==> config.mk <==
export PLATFORM = sky130hd
export DESIGN_NAME = matmul_dma
export DESIGN_NICKNAME = d
export VERILOG_FILES = /design/src/rtl/matmul_dma.sv
export SDC_FILE = /design/constraint.sdc
export NUM_CORES = 1
export LEC_CHECK = 0
export ABC_AREA = 1
export ABC_CLOCK_PERIOD_IN_PS = 5300
export BUFFER_PORTS_ARGS = -buffer_cell sky130_fd_sc_hd__buf_2
export CAP_MARGIN = 10
export CORE_ASPECT_RATIO = 0.6
export CORE_UTILIZATION = 50
export CTS_CLUSTER_SIZE = 20
export DETAILED_ROUTE_END_ITERATION = 10
export PLACE_DENSITY = 0.74
export RECOVER_POWER = 50
export SYNTH_ARGS = -nofsm -noshare
export SYNTH_HDL_FRONTEND = slang
export SYNTH_SLANG_ARGS = --single-unit
==> constraint.sdc <==
create_clock -name clk -period 5.3 [get_ports clk]
set_clock_uncertainty 0.05 [all_clocks]
set_input_delay 0.265 -clock clk [delete_from_list [all_inputs] [get_ports clk]]
set_output_delay 0.265 -clock clk [all_outputs]
set_load 0.05 [all_outputs]
==> src/rtl/matmul_dma.sv <==
// Bus-master copy engine for the matmul accelerator: moves A (and optionally B) into the
// accelerator input window, then moves the 2*N-word result back to system RAM.
module matmul_dma #(
    parameter int          N           = 4,
    parameter logic [31:0] ACCEL_WRITE = 32'h0110_0000,
    parameter logic [31:0] ACCEL_READ  = 32'h0130_0000,
    parameter int          TIMEOUT     = 1024
) (
    input  logic        clk,
    input  logic        rst,
    input  logic        start,
    input  logic        load_b,
    input  logic [31:0] src_a_addr,
    input  logic [31:0] src_b_addr,
    input  logic [31:0] dst_c_addr,
    output logic        busy,
    output logic        done,
    output logic        error,
    output logic        mem_valid,
    input  logic        mem_ready,
    output logic [31:0] mem_addr,
    output logic [31:0] mem_wdata,
    output logic [3:0]  mem_wstrb,
    input  logic [31:0] mem_rdata
);
    localparam int KW = $clog2(N * N + 1);
    localparam int TW = $clog2(TIMEOUT + 1);

    // Handshake: mem_valid/addr/wdata/wstrb stay stable until mem_ready=1 is sampled on a
    // rising edge; each request is followed by one mem_valid=0 gap cycle in which mem_ready
    // is ignored, so a stale registered ready from the responder is never taken as an ack.
    typedef enum logic [2:0] {
        S_IDLE   = 3'd0,
        S_RD     = 3'd1,
        S_RD_GAP = 3'd2,
        S_WR     = 3'd3,
        S_WR_GAP = 3'd4,
        S_FINISH = 3'd5
    } state_t;

    typedef enum logic [1:0] {
        P_LOAD_A  = 2'd0,
        P_LOAD_B  = 2'd1,
        P_STORE_C = 2'd2
    } phase_t;

    state_t        state_q, state_d;
    phase_t        phase_q, phase_d;
    logic [KW-1:0] k_q, k_d, k_last;
    logic [TW-1:0] tmo_q, tmo_d;
    logic [31:0]   src_a_q, src_a_d;
    logic [31:0]   src_b_q, src_b_d;
    logic [31:0]   dst_c_q, dst_c_d;
    logic          load_b_q, load_b_d;
    logic          error_q, error_d;
    logic [31:0]   mem_addr_q, mem_addr_d;
    logic [31:0]   mem_wdata_q, mem_wdata_d;
    logic [3:0]    mem_wstrb_q, mem_wstrb_d;
    logic          start_ok;
    logic          tmo_hit;
    logic          last_word;
    logic [31:0]   offset;
    logic [31:0]   rd_addr;
    logic [31:0]   wr_addr;

    // State register (and all datapath flops)
    always_ff @(posedge clk) begin
        if (rst) begin
            state_q     <= S_IDLE;
            phase_q     <= P_LOAD_A;
            k_q         <= '0;
            tmo_q       <= '0;
            src_a_q     <= '0;
            src_b_q     <= '0;
            dst_c_q     <= '0;
            load_b_q    <= 1'b0;
            error_q     <= 1'b0;
            mem_addr_q  <= '0;
            mem_wdata_q <= '0;
            mem_wstrb_q <= '0;
        end else begin
            state_q     <= state_d;
            phase_q     <= phase_d;
            k_q         <= k_d;
            tmo_q       <= tmo_d;
            src_a_q     <= src_a_d;
            src_b_q     <= src_b_d;
            dst_c_q     <= dst_c_d;
            load_b_q    <= load_b_d;
            error_q     <= error_d;
            mem_addr_q  <= mem_addr_d;
            mem_wdata_q <= mem_wdata_d;
            mem_wstrb_q <= mem_wstrb_d;
        end
    end

    always_comb begin
        k_last = KW'(2 * N - 1);
        unique case (phase_q)
            P_LOAD_A: k_last = KW'(N - 1);
            P_LOAD_B: k_last = KW'(N * N - 1);
            default:  k_last = KW'(2 * N - 1);
        endcase
    end

    assign start_ok  = start && ((state_q == S_IDLE) || (state_q == S_FINISH));
    assign last_word = (phase_q == P_STORE_C) && (k_q == k_last);
    assign tmo_hit   = mem_valid && !mem_ready && (tmo_q == TW'(TIMEOUT - 1));

    // Next-state logic
    always_comb begin
        state_d = state_q;
        unique case (state_q)
            S_IDLE:   if (start_ok) state_d = S_RD;
            S_RD: begin
                if (mem_ready)    state_d = S_RD_GAP;
                else if (tmo_hit) state_d = S_FINISH;
            end
            S_RD_GAP: state_d = S_WR;
            S_WR: begin
                if (mem_ready)    state_d = S_WR_GAP;
                else if (tmo_hit) state_d = S_FINISH;
            end
            S_WR_GAP: state_d = last_word ? S_FINISH : S_RD;
            S_FINISH: state_d = start_ok ? S_RD : S_IDLE;
            default:  state_d = S_IDLE;
        endcase
    end

    // Output logic
    always_comb begin
        mem_valid = 1'b0;
        busy      = 1'b0;
        done      = 1'b0;
        unique case (state_q)
            S_RD, S_WR: begin
                mem_valid = 1'b1;
                busy      = 1'b1;
            end
            S_RD_GAP, S_WR_GAP: busy = 1'b1;
            S_FINISH:           done = 1'b1;
            default: ;
        endcase
    end

    // Phase / word index advance and run-parameter latching
    always_comb begin
        phase_d  = phase_q;
        k_d      = k_q;
        src_a_d  = src_a_q;
        src_b_d  = src_b_q;
        dst_c_d  = dst_c_q;
        load_b_d = load_b_q;
        error_d  = error_q;
        if (start_ok) begin
            src_a_d  = src_a_addr;
            src_b_d  = src_b_addr;
            dst_c_d  = dst_c_addr;
            load_b_d = load_b;
            error_d  = 1'b0;
            phase_d  = P_LOAD_A;
            k_d      = '0;
        end else if (state_q == S_WR_GAP) begin
            if (k_q == k_last) begin
                k_d = '0;
                unique case (phase_q)
                    P_LOAD_A: phase_d = load_b_q ? P_LOAD_B : P_STORE_C;
                    P_LOAD_B: phase_d = P_STORE_C;
                    default:  phase_d = phase_q;
                endcase
            end else begin
                k_d = k_q + KW'(1);
            end
        end
        if (tmo_hit) error_d = 1'b1;
    end

    // Addresses are computed from the upcoming phase/index so they are ready on valid rise
    always_comb begin
        offset  = 32'(k_d) << 2;
        rd_addr = ACCEL_READ + offset;
        wr_addr = dst_c_d + offset;
        unique case (phase_d)
            P_LOAD_A: begin
                rd_addr = src_a_d + offset;
                wr_addr = ACCEL_WRITE + offset;
            end
            P_LOAD_B: begin
                rd_addr = src_b_d + offset;
                wr_addr = ACCEL_WRITE + 32'(4 * N) + offset;
            end
            default: begin
                rd_addr = ACCEL_READ + offset;
                wr_addr = dst_c_d + offset;
            end
        endcase
    end

    always_comb begin
        mem_addr_d  = mem_addr_q;
        mem_wdata_d = mem_wdata_q;
        mem_wstrb_d = mem_wstrb_q;
        tmo_d       = tmo_q;
        if ((state_d == S_RD) && (state_q != S_RD)) begin
            mem_addr_d  = rd_addr;
            mem_wstrb_d = 4'h0;
        end
        if ((state_d == S_WR) && (state_q != S_WR)) begin
            mem_addr_d  = wr_addr;
            mem_wstrb_d = 4'hF;
        end
        if ((state_q == S_RD) && mem_ready) mem_wdata_d = mem_rdata;
        if (state_d != state_q) tmo_d = '0;
        else if (mem_valid)     tmo_d = tmo_q + TW'(1);
    end

    assign error     = error_q;
    assign mem_addr  = mem_addr_q;
    assign mem_wdata = mem_wdata_q;
    assign mem_wstrb = mem_wstrb_q;

endmodule

; After elaboration in Yosys (flattened, before gate mapping)
; Cells that the tools add are included.
[totals]
ramBits = 0
latch_bits = 0
inputBits = 133
out_inout_bits = 72
word_cells = 82
memories = 0
mem_bits_ro = 0
ff_bits = 187
[op_classes]
multipliers = 0
eq_ne = 15
mux = 30
div = 0
shifts = 0
order_cmp = 0
n_reduce_logical = 17
add_sub_neg = 8
n_bitwise = 0
[op_table]
columns = op, count
row1 = two-way mux 32 bit, 5
row2 = one-hot mux 32 bit (2 select lines), 2
row3 = adder 32 x 7 -> 32 bit, 3
row4 = adder 25 x 7 -> 26 bit (first input constant), 3
row5 = one-hot mux 3 bit (6 select lines), 1
row6 = two-way mux 3 bit, 5
row7 = two-way mux 5 bit, 3
row8 = adder 11 x 1 -> 11 bit (second input constant), 1
row9 = equality test 11 x 10 -> 1 bit (second input constant), 1
row10 = equality test 3 x 2 -> 1 bit (second input constant), 3
row11 = two-way mux 2 bit, 4
row12 = two-way mux 4 bit, 2
row13 = one-hot mux 4 bit (2 select lines), 1
row14 = logical AND 1 bit, 7
row15 = equality test 3 x 1 -> 1 bit (second input constant), 2
row16 = equality test 3 bit (second input constant), 2
row17 = two-way mux 1 bit, 6
row18 = adder 5 x 1 -> 5 bit (second input constant), 1
row19 = equality test 5 bit, 1
row20 = equality test 2 x 1 -> 1 bit (second input constant), 2
row21 = logical NOT 2 bit, 2
row22 = one-hot mux 2 bit (2 select lines), 1
row23 = nonzero test 2 bit, 2
row24 = OR reduction 2 bit, 2
row25 = other kinds (8), 8

; Longest topological paths before layout
; Gate-level depths: netlist of run 1.
[logic_depth]
depth_word = 12
depth_mapped = 29
mapped_depth_nobuf = 26

; Worst setup path after synthesis of run 1
; OpenSTA, ideal clock, no wires.
[synth_timing]
kind = flip-flop to flip-flop
start = reg state_q[2]
end = reg mem_addr_q[22], in the netlist mem_addr[22]
path_stages_with_launch = 30
t_required_ps = 5130
slack_ps = 1360
arrival_ps = 3770
path_buffers = 6
path_cell_list = dfxtp_1 buf_2 inv_1 nand2_2 nand2_1 nand2_2 buf_4 buf_2 buf_2 buf_2 buf_2 o21ai_0 inv_1 ha_1 fa_1 and3_1 o21ai_0 nand2_1 nand2_1 inv_1 nand3_2 nor2_2 nand2_1 clkinv_1 nand2_1 a21oi_1 o21ai_1 nand2_1 inv_1 a21oi_1
[synth_rtl]
columns = item, line_no
row1 = start: declaration, 47  ; state_t state_q, state_d;
row2 = start signal: assignment, 82  ; state_q <= state_d;
row3 = equality test 3 bit or logical NOT 3 bit (tied branches), 106  ; assign start_ok = start && ((state_q == S_IDLE) || (state_q == S_FINISH));
row4 = logical OR 1 bit *, 106
row5 = logical AND 1 bit *, 106
row6 = two-way mux 32 bit *, 155  ; if (start_ok) begin
row7 = net dst_c_d[2], 53  ; logic [31:0] dst_c_q, dst_c_d;
row8 = adder 32 x 7 -> 32 bit *, 194  ; wr_addr = dst_c_d + offset;
row9 = one-hot mux 32 bit (2 select lines) *, 183  ; unique case (phase_d)
row10 = two-way mux 32 bit *, 208  ; if ((state_d == S_WR) && (state_q != S_WR)) begin
row11 = end signal: assignment, 91  ; mem_addr_q <= mem_addr_d;
row12 = end: declaration, 56  ; logic [31:0] mem_addr_q, mem_addr_d;
; Mark *: on every way through the listed nets, which the timed path passes. The rest lies on a longest branch. The select of a mux whose other input is x is not followed.
; A chain may end at the register's enable or synchronous reset.

; Final worst setup path of run 1
[layout_timing]
start = reg state_q[0]
end = reg mem_addr_q[19], in the netlist mem_addr[19]
[layout_between]
elab_chain_len = 11
[layout_lines]
columns = item
row1 = branches (longest 11 deep; another with adder 32 x 7 -> 32 bit)
; Parallel ways; which one is timed is not known. The select of a mux whose other input is x is not followed.

==> reports/summary.txt, run 1 <==
DP HPWL -> 20,840 um
DR iter-0 viols -> 1,083
Pins Over Slew Limit -> 0
Initial core utilization -> 0.5162
Worst-skew pair later-pin latency -> 0.45 ns
Die height -> 111.1 um
Mapped Avg Cell Area -> 6.784 sq um
M1 WL -> 13,950 um
Hold Path Depth -> 3
Hold Crit Start -> mem_rdata[19]
GRT overflow -> 0
Wire length per cell -> 15.06 um
Post-synthesis cell count -> 1,463
CP Max Fanout -> 40
Register area share after synthesis -> 0.3712
Flop pwr share -> 0.390
Fin cells -> 1,931
Post-synthesis cell type count -> 49
Static Leak -> 0.005620 uW
Placer congestion estimate -> 1.044
Max cap viols -> 0
Row cnt -> 39
CTS tree -> built
Net count after synthesis -> 1,611
Maximum vdd drop -> 222.8 uV
Flop-to-flop setup slack -> 0.81 ns
Largest net degree at the start of global routing -> 65
Ports -> 205
Fmax achieved -> 0.2230 GHz
Min Clock Period, post-route -> 4.485 ns
H-tree depth -> 4
Inserted Diodes -> 0
DRT Pass-1 Iters -> 5
Longest Clk Path Bufs -> 2
Tot GR Track Use -> 0.2914
DP Cell Count -> 1,870
Die Width -> 183.9 um
Antenna viol nets, final -> 0
Switch share -> 0.3878
Final Hold Viols -> 1
Internal -> 2535 uW
Clock Sinks -> 184
Rel. slew slack -> 0.1538
R2r endpoint -> mem_addr[19]
Pwr per Cell Area -> 353.3 nW/um^2
Met2 wire length -> 12,250 um
Uppermost layer routed -> met4
Fin worst setup slack -> 0.8147 ns
Nets -> 1,800
DR vias -> 10,250
Global-route wire length before repair -> 47,120 um
Worst hold path type -> primary input to register
Outcome -> finished, violations left
Crit path cell chain -> nor2_1 -> nand2_1 -> a21boi_4 -> nor2_2 -> nand2_4 -> nand3_4 -> mux2i_1 -> ha_1 -> nand3_1 -> nand2_1 -> a21oi_1 -> nor2_1 -> nor2_1 -> nand3b_2 -> nor2_2 -> nand3_1 -> o21ai_0 -> nand3_1 -> a21oi_1
Final setup vio count -> 0
CP arrival -> 4.82 ns
CP Launch Type -> register
Post CTS Setup Buffer Count -> 0
Asr flop ratio synth -> 0
Predominant post-synthesis flop cell -> dfxtp_1
Vias in the first global route -> 9,343
Clock-pin slew on the worst setup and hold paths -> 0.08 ns
Logic pwr share -> 0.300
Layout Area Growth over Synthesis -> 18.12%
Register area -> 3684 sq um
Pre-CTS worst setup slack -> 0.9444 ns
Worst EP required -> 5.63 ns
CTS Hold Bufs -> 29
Root buffer cell -> clkbuf_16
TNS Setup -> 0 ns
Die area -> 20,440 sq um
Metal3 WL -> 2302 um
Least-Margin Pin Slew -> 1.269 ns
Slowest CP cell -> a21boi_4
Post-cts sizing count -> 0
Clock share of power -> 0.311
Number of synthesized flops with an enable pin -> 0
Critical Setup Path Class -> register to register
Mapped cell area -> 9925 sq um
Failing checks -> hold timing
CP max stage delay -> 0.75 ns
Wirelength, routed -> 29,090 um
Worst setup EP type -> register
Initial antenna violation count -> 0
R2r startpoint -> state_q[0]
Layout filler cell count -> 1,867
RSZ-0062 raised after global routing -> no
Synthesis-stage register bit count -> 184
Ys Warns -> 0
Tcrit/Tclk final -> 0.8463
# DRC -> 0
Core area -> 19,230 sq um
Number of CTS-inserted buffers -> 17
Worst hold slack -> -0.008278 ns
Multi-input gate area -> 5264 sq um
# port buffers -> 204
Total Power -> 4141 uW
Layout cells sized above 1 -> 0.1538
Via density -> 5.310
Net Switching -> 1606 uW
Worst r2r path cells -> 19
Hold path endpoint -> mem_wdata[19]
[power groups by stage]
stage / logic (uW) / clock network [uW] / registers [uW]
CTS: 1260 / 1300 / 1610
global placement: 1230 / 0 / 1630
detailed placement: 1240 / 0 / 1640
floorplan: 654 / 0 / 1900
finish: 1240 / 1290 / 1610
global route: 1360 / 1360 / 1630
[worst max-delay path by stage]
stage / start / to
2_1_floorplan: state_q[2] / mem_addr[22]
3_3_place_gp: state_q[1] / mem_addr[27]
3_5_place_dp: state_q[2] / mem_addr[19]
4_1_cts: state_q[2] / mem_addr[19]
5_1_grt: state_q[0] / mem_addr[19]
6_report: state_q[0] / mem_addr[19]
[cell families (layout without fill, tap and decap cells)]
kind of cell / Yosys count / after routing / share of synthesized area
and+or+nand+nor: 753 / 753 / 0.3388
AOI/OAI and AO/OA: 249 / 249 / 0.1345
buffers and inverters: 223 / 425 / 0.09745
DFF: 184 / 184 / 0.3712
muxes: 26 / 26 / 0.02622
adders and majority gates: 15 / 15 / 0.02042
xor gates and xnor gates: 13 / 13 / 0.01147
[flip-flops by register name, summed over array words and instances (netlist names), 2 cells and up]
| name | cells |
|---|---|
| src_a_q | 32 |
| src_b_q | 32 |
| mem_addr | 32 |
| dst_c_q | 32 |
| state_q | 3 |
| k_q | 5 |
| phase_q | 2 |
| mem_wdata | 32 |
| tmo_q | 11 |
[through the flow]
stage | util | instance area, sq um
2_1_floorplan | - | 9925
3_3_place_gp | 0.5702 | 10960
3_5_place_dp | 0.5702 | 10960
4_1_cts | 0.6157 | 11840
5_1_grt | 0.6097 | 11720
6_report | 0.6097 | 11720
[Yosys cell counts (all sizes together), types with 14 or more instances]
library cell / n / area [sq um]
nor2: 253 / 1030
nand3: 74 / 420.4
dfxtp: 184 / 3684
o21ai: 139 / 695.7
nand2: 326 / 1269
nor3: 14 / 90.09
inv: 147 / 551.8
or2: 33 / 206.5
a21oi: 80 / 415.4
nand4: 39 / 244.0
mux2i: 26 / 260.3
clkbuf: 32 / 120.1
buf: 42 / 287.8
[routing by layer]
layer / track usage / vias to the layer above
met3: 0.06143 / 45
met4: 0.1000 / 0
met1: 0.4207 / 4696
met5: 0 / -
li1: - / 5097
met2: 0.4258 / 415
[critical path: cells and delay by family (launching register included)]
kind                       cells  cell delay, ns
and+or+nand+nor               13            2.08
AOI/OAI and AO/OA              4            1.21
adders and majority gates      1            0.39
DFF                            1            0.38
muxes                          1            0.27
[cells in the final DEF (no fill, tap or decap), types with 11 or more instances in the layout]
cell type      instances
a21oi_1               78
clkbuf_1              74
clkbuf_16             17
inv_1                142
a31oi_1               11
mux2i_1               26
dlygate4sd3_1         29
nor2_2                13
ha_1                  13
nor2_1               234
nand4_1               39
nand2_1              315
or2_2                 32
dfxtp_1              184
o21ai_0              132
buf_2                131
nand3_1               67
[final cells by class]
type | count | share of cell area
well taps | 266 | 0.02839
multi-input cells | 1056 | 0.4490
inverters | 149 | 0.04771
clock inverters | 15 | 0.01356
clock buffers | 17 | 0.03629
repair buffers | 244 | 0.1108
flip-flops and latches | 184 | 0.3142
Power figures use the tool's default switching activity.
==> run 2, diff against run 1 <==
--- a/config.mk
+++ b/config.mk
@@ -6,14 +6,14 @@
 export NUM_CORES = 1
 export LEC_CHECK = 0
 export ABC_AREA = 1
-export ABC_CLOCK_PERIOD_IN_PS = 5300
+export ABC_CLOCK_PERIOD_IN_PS = 3900
 export BUFFER_PORTS_ARGS = -buffer_cell sky130_fd_sc_hd__buf_2
 export CAP_MARGIN = 10
 export CORE_ASPECT_RATIO = 0.6
 export CORE_UTILIZATION = 50
 export CTS_CLUSTER_SIZE = 20
 export DETAILED_ROUTE_END_ITERATION = 10
-export PLACE_DENSITY = 0.74
+export PLACE_DENSITY = 0.77
 export RECOVER_POWER = 50
 export SYNTH_ARGS = -nofsm -noshare
 export SYNTH_HDL_FRONTEND = slang
==> constraint.sdc (replaced) <==
create_clock -name clk -period 3.9 [get_ports clk]
set_clock_uncertainty 0.05 [all_clocks]
set_input_delay 0.195 -clock clk [delete_from_list [all_inputs] [get_ports clk]]
set_output_delay 0.195 -clock clk [all_outputs]
set_load 0.05 [all_outputs]
==> reports/summary.txt, run 2 (synthesized netlist as in run 1, its figures left out) <==
Pwr per Cell Area -> 462.1 nW/um^2 (+31%)
Hold Crit Start -> src_b_addr[14]
Initial antenna violation count -> 0 (unchanged)
Ports -> 205 (unchanged)
# port buffers -> 204 (unchanged)
Slowest CP cell -> dfxtp_2
DRT Pass-1 Iters -> 5 (unchanged)
Post-route design area -> 12,470 sq um (+6.4%)
Root buffer cell -> clkbuf_16
Placer congestion estimate -> 0.9961 (-4.6%)
Outcome -> finished clean
DP HPWL -> 20,680 um (-0.76%)
CP Max Fanout -> 14 (-65%)
Placed cell area -> 11,010 sq um (+0.41%)
Tcrit/Tclk final -> 0.9291 (+0.08279)
Rel. slew slack -> 0.2914 (+0.1375)
Maximum vdd drop -> 390.0 uV (+75%)
Layout cells sized above 1 -> 0.1603 (+0.006569)
CTS tree -> built
Worst hold slack -> 0.007345 ns (+0.01562 ns)
Crit path cell chain -> inv_1 -> nand2_2 -> nand2_1 -> nand2_4 -> buf_4 -> mux2i_1 -> mux2i_1 -> ha_1 -> nand3_1 -> nand2_1 -> a21oi_1 -> nor2_1 -> nor2_1 -> nand3b_2 -> nor2_2 -> nand3_2 -> o21ai_0 -> nand3_1 -> a21oi_1
Global-route wire length before repair -> 49,180 um (+4.4%)
R2r startpoint -> state_q[2]
Clock Sinks -> 184 (unchanged)
Row cnt -> 39 (unchanged)
DP Cell Count -> 1,876 (+0.32%)
CP max stage delay -> 0.41 ns (-0.34 ns)
Min Clock Period, post-route -> 3.623 ns (-0.8619 ns)
Die height -> 111.1 um (unchanged)
Clock-pin slew on the worst setup and hold paths -> 0.08 ns (about the same)
CP arrival -> 3.95 ns (-0.87 ns)
Wire length per cell -> 15.29 um (+1.5%)
Hold Path Depth -> 3 (unchanged)
Least-Margin Pin Slew -> 1.062 ns (-0.2075 ns)
Antenna viol nets, final -> 0 (unchanged)
Via density -> 5.257 (-0.99%)
DR iter-0 viols -> 978 (-9.7%)
Layout Area Growth over Synthesis -> 25.69%
Worst-skew pair later-pin latency -> 0.45 ns (about the same)
Worst setup EP type -> register
Fmax achieved -> 0.2760 GHz (+24%)
CP Launch Type -> register
Worst hold path type -> primary input to register
Tot GR Track Use -> 0.3035 (+0.01211)
Longest Clk Path Bufs -> 2 (unchanged)
Number of CTS-inserted buffers -> 17 (unchanged)
Largest net degree at the start of global routing -> 96 (+48%)
H-tree depth -> 4 (unchanged)
Initial core utilization -> 0.5162 (unchanged)
TNS Setup -> 0 ns (unchanged)
Nets -> 1,869 (+3.8%)
Commonest cells after routing, fill and taps aside -> nand2_1 (310), nor2_1 (232), dfxtp_1 (181)
Vias in the first global route -> 9,680 (+3.6%)
GRT overflow -> 0 (unchanged)
DR vias -> 10,520 (+2.6%)
Static Leak -> 0.005947 uW (+5.8%)
Critical Setup Path Class -> register to register
Die Width -> 183.9 um (unchanged)
# DRC -> 0 (unchanged)
Commonest non-fill, non-tap cell in the layout -> nand2_1
Final Hold Viols -> 0 (-1)
Core area -> 19,230 sq um (unchanged)
Final setup vio count -> 0 (unchanged)
Worst EP required -> 4.23 ns (-1.40 ns)
Max cap viols -> 0 (unchanged)
Worst r2r path cells -> 19 (unchanged)
Pins Over Slew Limit -> 0 (unchanged)
Die area -> 20,440 sq um (unchanged)
Critical path launch point -> state_q[2]
Wirelength, routed -> 30,590 um (+5.2%)
Fin cells -> 2,001 (+3.6%)
==> run 2: layout make-up <==
type	count	area [sq um]
Timing Repair Buffer	313	1979
Inverter	149	559.3
Fill cell	1735	6751
Sequential cell	184	3687
Clock buffer	17	425.4
Multi-Input combinational cell	1056	5303
Clock inverter	15	185.2
Antenna cell	1	2.502
Tap cell	266	332.8
==> run 2: what timing repair did <==
item	4_1_cts	5_1_grt
hold endpoints to repair	79	0
hold buffers	91	0
buffers inserted	0	1
endpoints found under the setup margin	0	16
resized for setup	0	9
==> run 2: path summary, 6_finish.rpt <==
check	end	slack, ns
setup / recovery	mem_addr[19]	0.28
hold / removal	src_b_q[14]	0.007
setup reg to reg	mem_addr[19]	0.28
hold reg to reg	error	0.42
==> run 2: worst max-delay path, delay by kind of cell, from the launching register on <==
kind	cells	cell delay, ns
buffers and inverters	2	0.35
AOI/OAI and AO/OA	3	0.44
adders and majority gates	1	0.32
DFF	1	0.41
and+or+nand+nor	11	1.48
muxes	2	0.47
==> run 2: metal layers <==
metal / vias up / track usage / part of all wire
met1: 4766 / 0.4303 / 0.47
met3: 53 / 0.05880 / 0.081
met5: - / 0 / 0
li1: 5238 / - / -
met2: 462 / 0.4609 / 0.43
met4: 0 / 0.09556 / 0.019
==> run 2: metrics by stage <==
| step | worst slack [ns] | util | power, uW |
|---|---|---|---|
| 2_1_floorplan | 0.04485 | - | 3465 |
| 3_3_place_gp | 0.3521 | 0.5726 | 3879 |
| 3_5_place_dp | 0.1992 | 0.5726 | 3900 |
| 4_1_cts | 0.1845 | 0.6517 | 5756 |
| 5_1_grt | -0.005022 | 0.6487 | 6038 |
| 6_report | 0.2766 | 0.6488 | 5765 |
==> run 2: where the power goes <==
part / internal (uW) / switching (uW)
combinational: 505 / 1260
sequential: 2090 / 101
clock: 922 / 882
total: 3520 / 2240
